## config.mk

```make
export PLATFORM = sky130hd
export DESIGN_NAME = gb_host_bridge_flat
export DESIGN_NICKNAME = d
export VERILOG_FILES = /design/src/rtl/gb_host_bridge_if.sv /design/src/rtl/gb_host_bridge.sv /design/src/flat_wrapper.sv
export SDC_FILE = /design/constraint.sdc
export NUM_CORES = 1
export LEC_CHECK = 0
export BUFFER_PORTS_ARGS = -buffer_cell sky130_fd_sc_hd__clkbuf_2
export CAP_MARGIN = 40
export CORE_MARGIN = 2
export CORE_UTILIZATION = 45
export CTS_CLUSTER_DIAMETER = 100
export DETAILED_ROUTE_END_ITERATION = 6
export GPL_ROUTABILITY_DRIVEN = 0
export PLACE_DENSITY = 0.77
export REMOVE_ABC_BUFFERS = 1
export SYNTH_ARGS = -nofsm -noshare
export SYNTH_HDL_FRONTEND = slang
export SYNTH_SLANG_ARGS = --single-unit
```

## constraint.sdc

```tcl
create_clock -name gb_clk -period 2 [get_ports gb_clk]
set_input_delay 0.1 -clock gb_clk [delete_from_list [all_inputs] [get_ports gb_clk]]
set_output_delay 0.1 -clock gb_clk [all_outputs]
set_load 0.05 [all_outputs]
```

## src/rtl/gb_host_bridge_if.sv

```systemverilog
// Signal bundle between a host command link, the host bridge and the ghostbus.
// The bridge uses the master modport (it masters the ghostbus and serves the
// command/response streams); the host link plus fabric side uses slave.
interface gb_host_bridge_if #(
  parameter int GB_AW = 24,
  parameter int GB_DW = 32
);
  // Command stream from the host link
  logic             cmd_valid;
  logic             cmd_ready;
  logic             cmd_we;
  logic [GB_AW-1:0] cmd_addr;
  logic [GB_DW-1:0] cmd_wdata;
  // Read response stream back to the host link
  logic             rsp_valid;
  logic             rsp_ready;
  logic [GB_DW-1:0] rsp_data;
  // Ghostbus side
  logic [GB_AW-1:0] gb_addr;
  logic [GB_DW-1:0] gb_wdata;
  logic             gb_wen;
  logic             gb_rstb;
  logic [GB_DW-1:0] gb_rdata;

  modport master (
    input  cmd_valid, cmd_we, cmd_addr, cmd_wdata, rsp_ready, gb_rdata,
    output cmd_ready, rsp_valid, rsp_data, gb_addr, gb_wdata, gb_wen, gb_rstb
  );

  modport slave (
    output cmd_valid, cmd_we, cmd_addr, cmd_wdata, rsp_ready, gb_rdata,
    input  cmd_ready, rsp_valid, rsp_data, gb_addr, gb_wdata, gb_wen, gb_rstb
  );
endinterface

```

## src/rtl/gb_host_bridge.sv

```systemverilog
// Host-side bus master for the ghostbus fabric. Turns a command stream into
// single-cycle write/read strobes and returns read data, captured a fixed
// RD_DELAY cycles after the read strobe, on a response stream.
//
// Handshake rule for both streams: a transfer happens at a rising edge of
// gb_clk where valid and ready are both high. A producer keeps its payload
// stable while valid is high and not yet taken; ready never depends on valid.
// cmd_ready is high only in IDLE and WR, so a single read is outstanding at
// a time and no command is taken from the read strobe until the response
// has been consumed.
module gb_host_bridge #(
  parameter int GB_AW    = 24,
  parameter int GB_DW    = 32,
  parameter int RD_DELAY = 1    // 1..15 cycles from strobe to rdata-valid
) (
  input  logic              gb_clk,
  input  logic              gb_rst_n,
  gb_host_bridge_if.master  bus,
  output logic [2:0]        state_dbg
);

  typedef enum logic [2:0] {
    S_IDLE = 3'd0,
    S_WR   = 3'd1,
    S_RD   = 3'd2,
    S_WAIT = 3'd3,
    S_RESP = 3'd4
  } state_t;

  localparam logic [3:0] CNT_LOAD = 4'(RD_DELAY - 1);

  state_t           state, state_nxt;
  logic [3:0]       cnt_q, cnt_nxt;
  logic [GB_AW-1:0] addr_q, addr_nxt;
  logic [GB_DW-1:0] wdata_q, wdata_nxt;
  logic             wen_q, wen_nxt;
  logic             rstb_q, rstb_nxt;
  logic             rsp_valid_q, rsp_valid_nxt;
  logic [GB_DW-1:0] rsp_data_q, rsp_data_nxt;
  logic             cmd_ready_w;
  logic             accept;

  // Ready is a pure state decode, forced low while reset is held
  assign cmd_ready_w = gb_rst_n && ((state == S_IDLE) || (state == S_WR));
  assign accept      = bus.cmd_valid && cmd_ready_w;

  // Next-state and next-output decode
  always_comb begin
    state_nxt     = state;
    cnt_nxt       = cnt_q;
    addr_nxt      = addr_q;
    wdata_nxt     = wdata_q;
    wen_nxt       = 1'b0;
    rstb_nxt      = 1'b0;
    rsp_valid_nxt = rsp_valid_q;
    rsp_data_nxt  = rsp_data_q;
    case (state)
      S_IDLE, S_WR: begin
        if (accept) begin
          addr_nxt = bus.cmd_addr;
          if (bus.cmd_we) begin
            wdata_nxt = bus.cmd_wdata;
            wen_nxt   = 1'b1;
            state_nxt = S_WR;
          end else begin
            rstb_nxt  = 1'b1;
            state_nxt = S_RD;
          end
        end else begin
          state_nxt = S_IDLE;
        end
      end
      S_RD: begin
        cnt_nxt   = CNT_LOAD;
        state_nxt = S_WAIT;
      end
      S_WAIT: begin
        if (cnt_q == 4'd0) begin
          rsp_data_nxt  = bus.gb_rdata;
          rsp_valid_nxt = 1'b1;
          state_nxt     = S_RESP;
        end else begin
          cnt_nxt = cnt_q - 4'd1;
        end
      end
      S_RESP: begin
        if (bus.rsp_ready) begin
          rsp_valid_nxt = 1'b0;
          state_nxt     = S_IDLE;
        end
      end
      default: begin
        state_nxt     = S_IDLE;
        rsp_valid_nxt = 1'b0;
      end
    endcase
  end

  // State and registered outputs; reset drops any strobe or pending response
  always_ff @(posedge gb_clk or negedge gb_rst_n) begin
    if (!gb_rst_n) begin
      state       <= S_IDLE;
      cnt_q       <= 4'd0;
      addr_q      <= '0;
      wdata_q     <= '0;
      wen_q       <= 1'b0;
      rstb_q      <= 1'b0;
      rsp_valid_q <= 1'b0;
      rsp_data_q  <= '0;
    end else begin
      state       <= state_nxt;
      cnt_q       <= cnt_nxt;
      addr_q      <= addr_nxt;
      wdata_q     <= wdata_nxt;
      wen_q       <= wen_nxt;
      rstb_q      <= rstb_nxt;
      rsp_valid_q <= rsp_valid_nxt;
      rsp_data_q  <= rsp_data_nxt;
    end
  end

  assign bus.cmd_ready = cmd_ready_w;
  assign bus.gb_addr   = addr_q;
  assign bus.gb_wdata  = wdata_q;
  assign bus.gb_wen    = wen_q;
  assign bus.gb_rstb   = rstb_q;
  assign bus.rsp_valid = rsp_valid_q;
  assign bus.rsp_data  = rsp_data_q;
  assign state_dbg     = state;

endmodule

```

## src/flat_wrapper.sv

```systemverilog
// flat-port wrapper written by rule: the top's interface ports become plain ports
module gb_host_bridge_flat 
#(
  parameter int GB_AW    = 24,
  parameter int GB_DW    = 32,
  parameter int RD_DELAY = 1                                              
)
  (gb_clk, gb_rst_n, state_dbg, bus_cmd_valid, bus_cmd_we, bus_cmd_addr, bus_cmd_wdata, bus_rsp_ready, bus_gb_rdata, bus_cmd_ready, bus_rsp_valid, bus_rsp_data, bus_gb_addr, bus_gb_wdata, bus_gb_wen, bus_gb_rstb);
  gb_host_bridge_if #(.GB_AW(GB_AW), .GB_DW(GB_DW)) bus_i ();
  input  logic gb_clk;
  input  logic gb_rst_n;
  output logic [2:0] state_dbg;
  input wire logic [$bits(bus_i.cmd_valid)-1:0] bus_cmd_valid;
  input wire logic [$bits(bus_i.cmd_we)-1:0] bus_cmd_we;
  input wire logic [$bits(bus_i.cmd_addr)-1:0] bus_cmd_addr;
  input wire logic [$bits(bus_i.cmd_wdata)-1:0] bus_cmd_wdata;
  input wire logic [$bits(bus_i.rsp_ready)-1:0] bus_rsp_ready;
  input wire logic [$bits(bus_i.gb_rdata)-1:0] bus_gb_rdata;
  output wire logic [$bits(bus_i.cmd_ready)-1:0] bus_cmd_ready;
  output wire logic [$bits(bus_i.rsp_valid)-1:0] bus_rsp_valid;
  output wire logic [$bits(bus_i.rsp_data)-1:0] bus_rsp_data;
  output wire logic [$bits(bus_i.gb_addr)-1:0] bus_gb_addr;
  output wire logic [$bits(bus_i.gb_wdata)-1:0] bus_gb_wdata;
  output wire logic [$bits(bus_i.gb_wen)-1:0] bus_gb_wen;
  output wire logic [$bits(bus_i.gb_rstb)-1:0] bus_gb_rstb;
  assign bus_i.cmd_valid = bus_cmd_valid;
  assign bus_i.cmd_we = bus_cmd_we;
  assign bus_i.cmd_addr = bus_cmd_addr;
  assign bus_i.cmd_wdata = bus_cmd_wdata;
  assign bus_i.rsp_ready = bus_rsp_ready;
  assign bus_i.gb_rdata = bus_gb_rdata;
  assign bus_cmd_ready = bus_i.cmd_ready;
  assign bus_rsp_valid = bus_i.rsp_valid;
  assign bus_rsp_data = bus_i.rsp_data;
  assign bus_gb_addr = bus_i.gb_addr;
  assign bus_gb_wdata = bus_i.gb_wdata;
  assign bus_gb_wen = bus_i.gb_wen;
  assign bus_gb_rstb = bus_i.gb_rstb;
  gb_host_bridge #(.GB_AW(GB_AW), .GB_DW(GB_DW), .RD_DELAY(RD_DELAY)) u_core (.gb_clk(gb_clk), .gb_rst_n(gb_rst_n), .bus(bus_i), .state_dbg(state_dbg));
endmodule
```

==> results.toml <==
[sta]
worst_hold_slack_ns = 0.0778
period_share_pct = 86.7
tightest_slew_ns = 0.703
finalCriticalPeriod_ns = 1.73
setup_slack_ns = 0.267
maxSlewHeadroom_pct = 53.2
hold_viol_final = 0
clock_skew_ns = 0.00838
finalSetupTns_ns = 0
rsz0062_at_grt = "no"
setup_viol = 0
slew_violations = 0
max_freq_mhz = 577

[pwr]
vdd_ir_drop_max_uv = 1160
p_per_area_nw_per_um2 = 1820
leakage_nw = 2.94
power.total_w = 0.0108

[logic_synthesis]
synth_seq_cells = 98
avgSynthCellArea_um2 = 16.6
yosysUniqueCellTypes = 26
syn-instance-count = 226
synth-seq-area-share_pct = 65.2
yosysWarnings = 0
syn_area_um2 = 3760

[routing]
final_antenna_net_count = 0
routed_wl_um = 9300
wire_per_inst_um = 15.0
viasPerCell = 4.68
drc = 0
via_count = 2896
drt_iter0_drc = 82
dr.pass1.iters = 3

[worst_setup_path]
required_ns = 2.23
worst_path_largest_cell_delay_ns = 0.46
path_cells = "nand3b_4 > nor4b_4 > buf_12 > mux2_2"
end_kind = "register"
path_delay_family = "simple AND/OR/NAND/NOR gates"
crit_arrival_ns = 1.97
cp_slowest_cell = "dfrtp_1"
crit_buf_inv = 1
worstSetupPathType = "register to register"
worstSetupStartpointType = "register"
crit_fanout = 33
ff2ff_setup_slack_ns = 0.27

[floorplanning]
die_x_um = 95.4
start_util_pct = 46.0
dieArea_um2 = 9100
coreArea_um2 = 8180
io_pins = 188
rows = 33
die_y_um = 95.4

[global_route]
antenna_found_initial = 0
grt_start_max_net_pins = 58
grt.total_usage_pct = 20.6
grt_overflow = 0
grt_pass1_wl_um = 14300
grt_pass1_vias = 3059

[place]
dp_hpwl_um = 5600
dp_cells = 514
numPortBuffers = 187
place_ws_ns = 0.270

[final_layout]
multi_input_area_um2 = 1220
antenna_cells = 0
fillers = 561
final_cells = 619
layout.area.seq_um2 = 2450
syn_to_final_growth_pct = 57.9
drive_gt1_share_pct = 58.0
nets = 604

[clock_tree]
cts_buffer_depth = 2
htree_levels = 3
clockRootBuffer = "clkbuf_8"
cts_resized = 0
clkSinkCount = 98
tritoncts = "built"
cts_made_buffers = 9
clk_pin_slew_ns = 0.09
clk_latency_ns = 0.35

[status]
status = "finished, final reports clean"

[flow_run]
drv_cap = 0

[min_path]
hp-class = "input pin to register"
==> repair_timing <==
item / CTS / global route
endpoints found under the setup margin: 0 / 0
buffers inserted: 0 / 0
endpoints found under the hold margin: 145 / 0
hold buffers: 90 / 0
==> through the flow <==
stage	utilization (%)	instance area [um2]
global placement	58.9	4820
global route	72.6	5940
finish	72.6	5940
CTS	72.6	5940
detailed placement	58.9	4820
floorplan	-	3680
==> routing by layer <==
layer	up-vias	track usage [%]	wire length, um
met1	1420	22.5	3440
li1	1360	-	-
met3	11	5.22	613
met2	105	38.7	5110
met5	-	0	0
met4	0	7.02	132
==> state kept, by name (all words and copies together), names as in the netlist <==
name,cells
u_core.bus.rsp_data,32
u_core.bus.gb_addr,24
u_core.bus.rsp_valid,1
u_core.bus.gb_rstb,1
u_core.bus.gb_wdata,32
u_core.state_dbg,3
u_core.bus.gb_wen,1
u_core.cnt_q,4
==> synth_stat cells <==
cell	instances	area, um2
a21o_1	2	15.0
or4_1	1	7.51
and4bb_2	1	12.5
nand2_1	3	11.3
mux2_1	2	22.5
nor2_1	1	3.75
buf_2	2	10.0
or3_1	1	6.26
nor2b_1	1	6.26
buf_4	4	30.0
mux2_2	87	980
nor3b_1	3	22.5
nor4b_4	1	23.8
nand2_2	1	6.26
nor3_1	1	5.00
o21ai_0	1	5.00
nand2b_1	2	12.5
ha_1	1	12.5
inv_1	4	15.0
buf_6	3	33.8
a21boi_0	1	7.51
or3b_2	1	8.76
mux2i_1	2	20.0
nand3b_4	1	20.0
a211o_1	1	8.76
dfrtp_1	98	2450
==> path summary, 6_finish.rpt <==
| check | to | start | cells after the start |
|---|---|---|---|
| min in group asynchronous | u_core.bus.rsp_data[6]$_DFFE_PN0P_ | gb_rst_n | 3 |
| worst min register to register | u_core.bus.rsp_data[26]$_DFFE_PN0P_ | u_core.bus.rsp_data[26]$_DFFE_PN0P_ | 1 |
| worst min-delay path | u_core.state_dbg[2]$_DFFE_PN0P_ | bus_rsp_ready | 3 |
| worst max-delay path | u_core.bus.rsp_data[27]$_DFFE_PN0P_ | u_core.state_dbg[2]$_DFFE_PN0P_ | 4 |
| max in group asynchronous | u_core.bus.rsp_data[13]$_DFFE_PN0P_ | gb_rst_n | 4 |
| worst max register to register | u_core.bus.rsp_data[27]$_DFFE_PN0P_ | u_core.state_dbg[2]$_DFFE_PN0P_ | 4 |
==> report_power, final <==
| part | internal [W] | switching (W) | total [W] |
|---|---|---|---|
| clock | 0.000735 | 0.000643 | 0.00138 |
| combinational | 0.00163 | 0.00431 | 0.00594 |
| sequential | 0.00293 | 0.000538 | 0.00346 |
| total | 0.00529 | 0.00549 | 0.0108 |
==> worst register-to-register path: stages (launching register included) <==
cell and delay (ns):
dfrtp_1 0.46, nand3b_4 0.22, nor4b_4 0.32, buf_12 0.25, mux2_2 0.38
==> cell type report <==
class / instances / share of cell area (%)
repair buffers: 282 / 32.0
multi-input cells: 115 / 20.5
inverters: 4 / 0.253
clock buffers: 11 / 2.38
clock inverters: 4 / 1.29
flip-flops and latches: 98 / 41.3
well taps: 105 / 2.21
==> cells in the final DEF, fill, tap and decap left out, types with 3 or more instances in the layout <==
cell / count
inv_1: 4
clkbuf_8: 10
dfrtp_1: 98
clkbuf_2: 186
dlygate4sd3_1: 90
buf_4: 4
nand2_1: 3
nor3b_1: 3
mux2_2: 87
==> cells by family (layout without fill, tap and decap cells) <==
group / Yosys count / count (layout) / synth area share [%]
fa+ha+maj: 1 / 1 / 0.333
compound gates: 5 / 5 / 0.965
buf+inv: 13 / 301 / 2.36
simple gates: 18 / 18 / 3.89
mux: 91 / 91 / 27.2
flops: 98 / 98 / 65.2
Power figures use the tool's default switching activity.
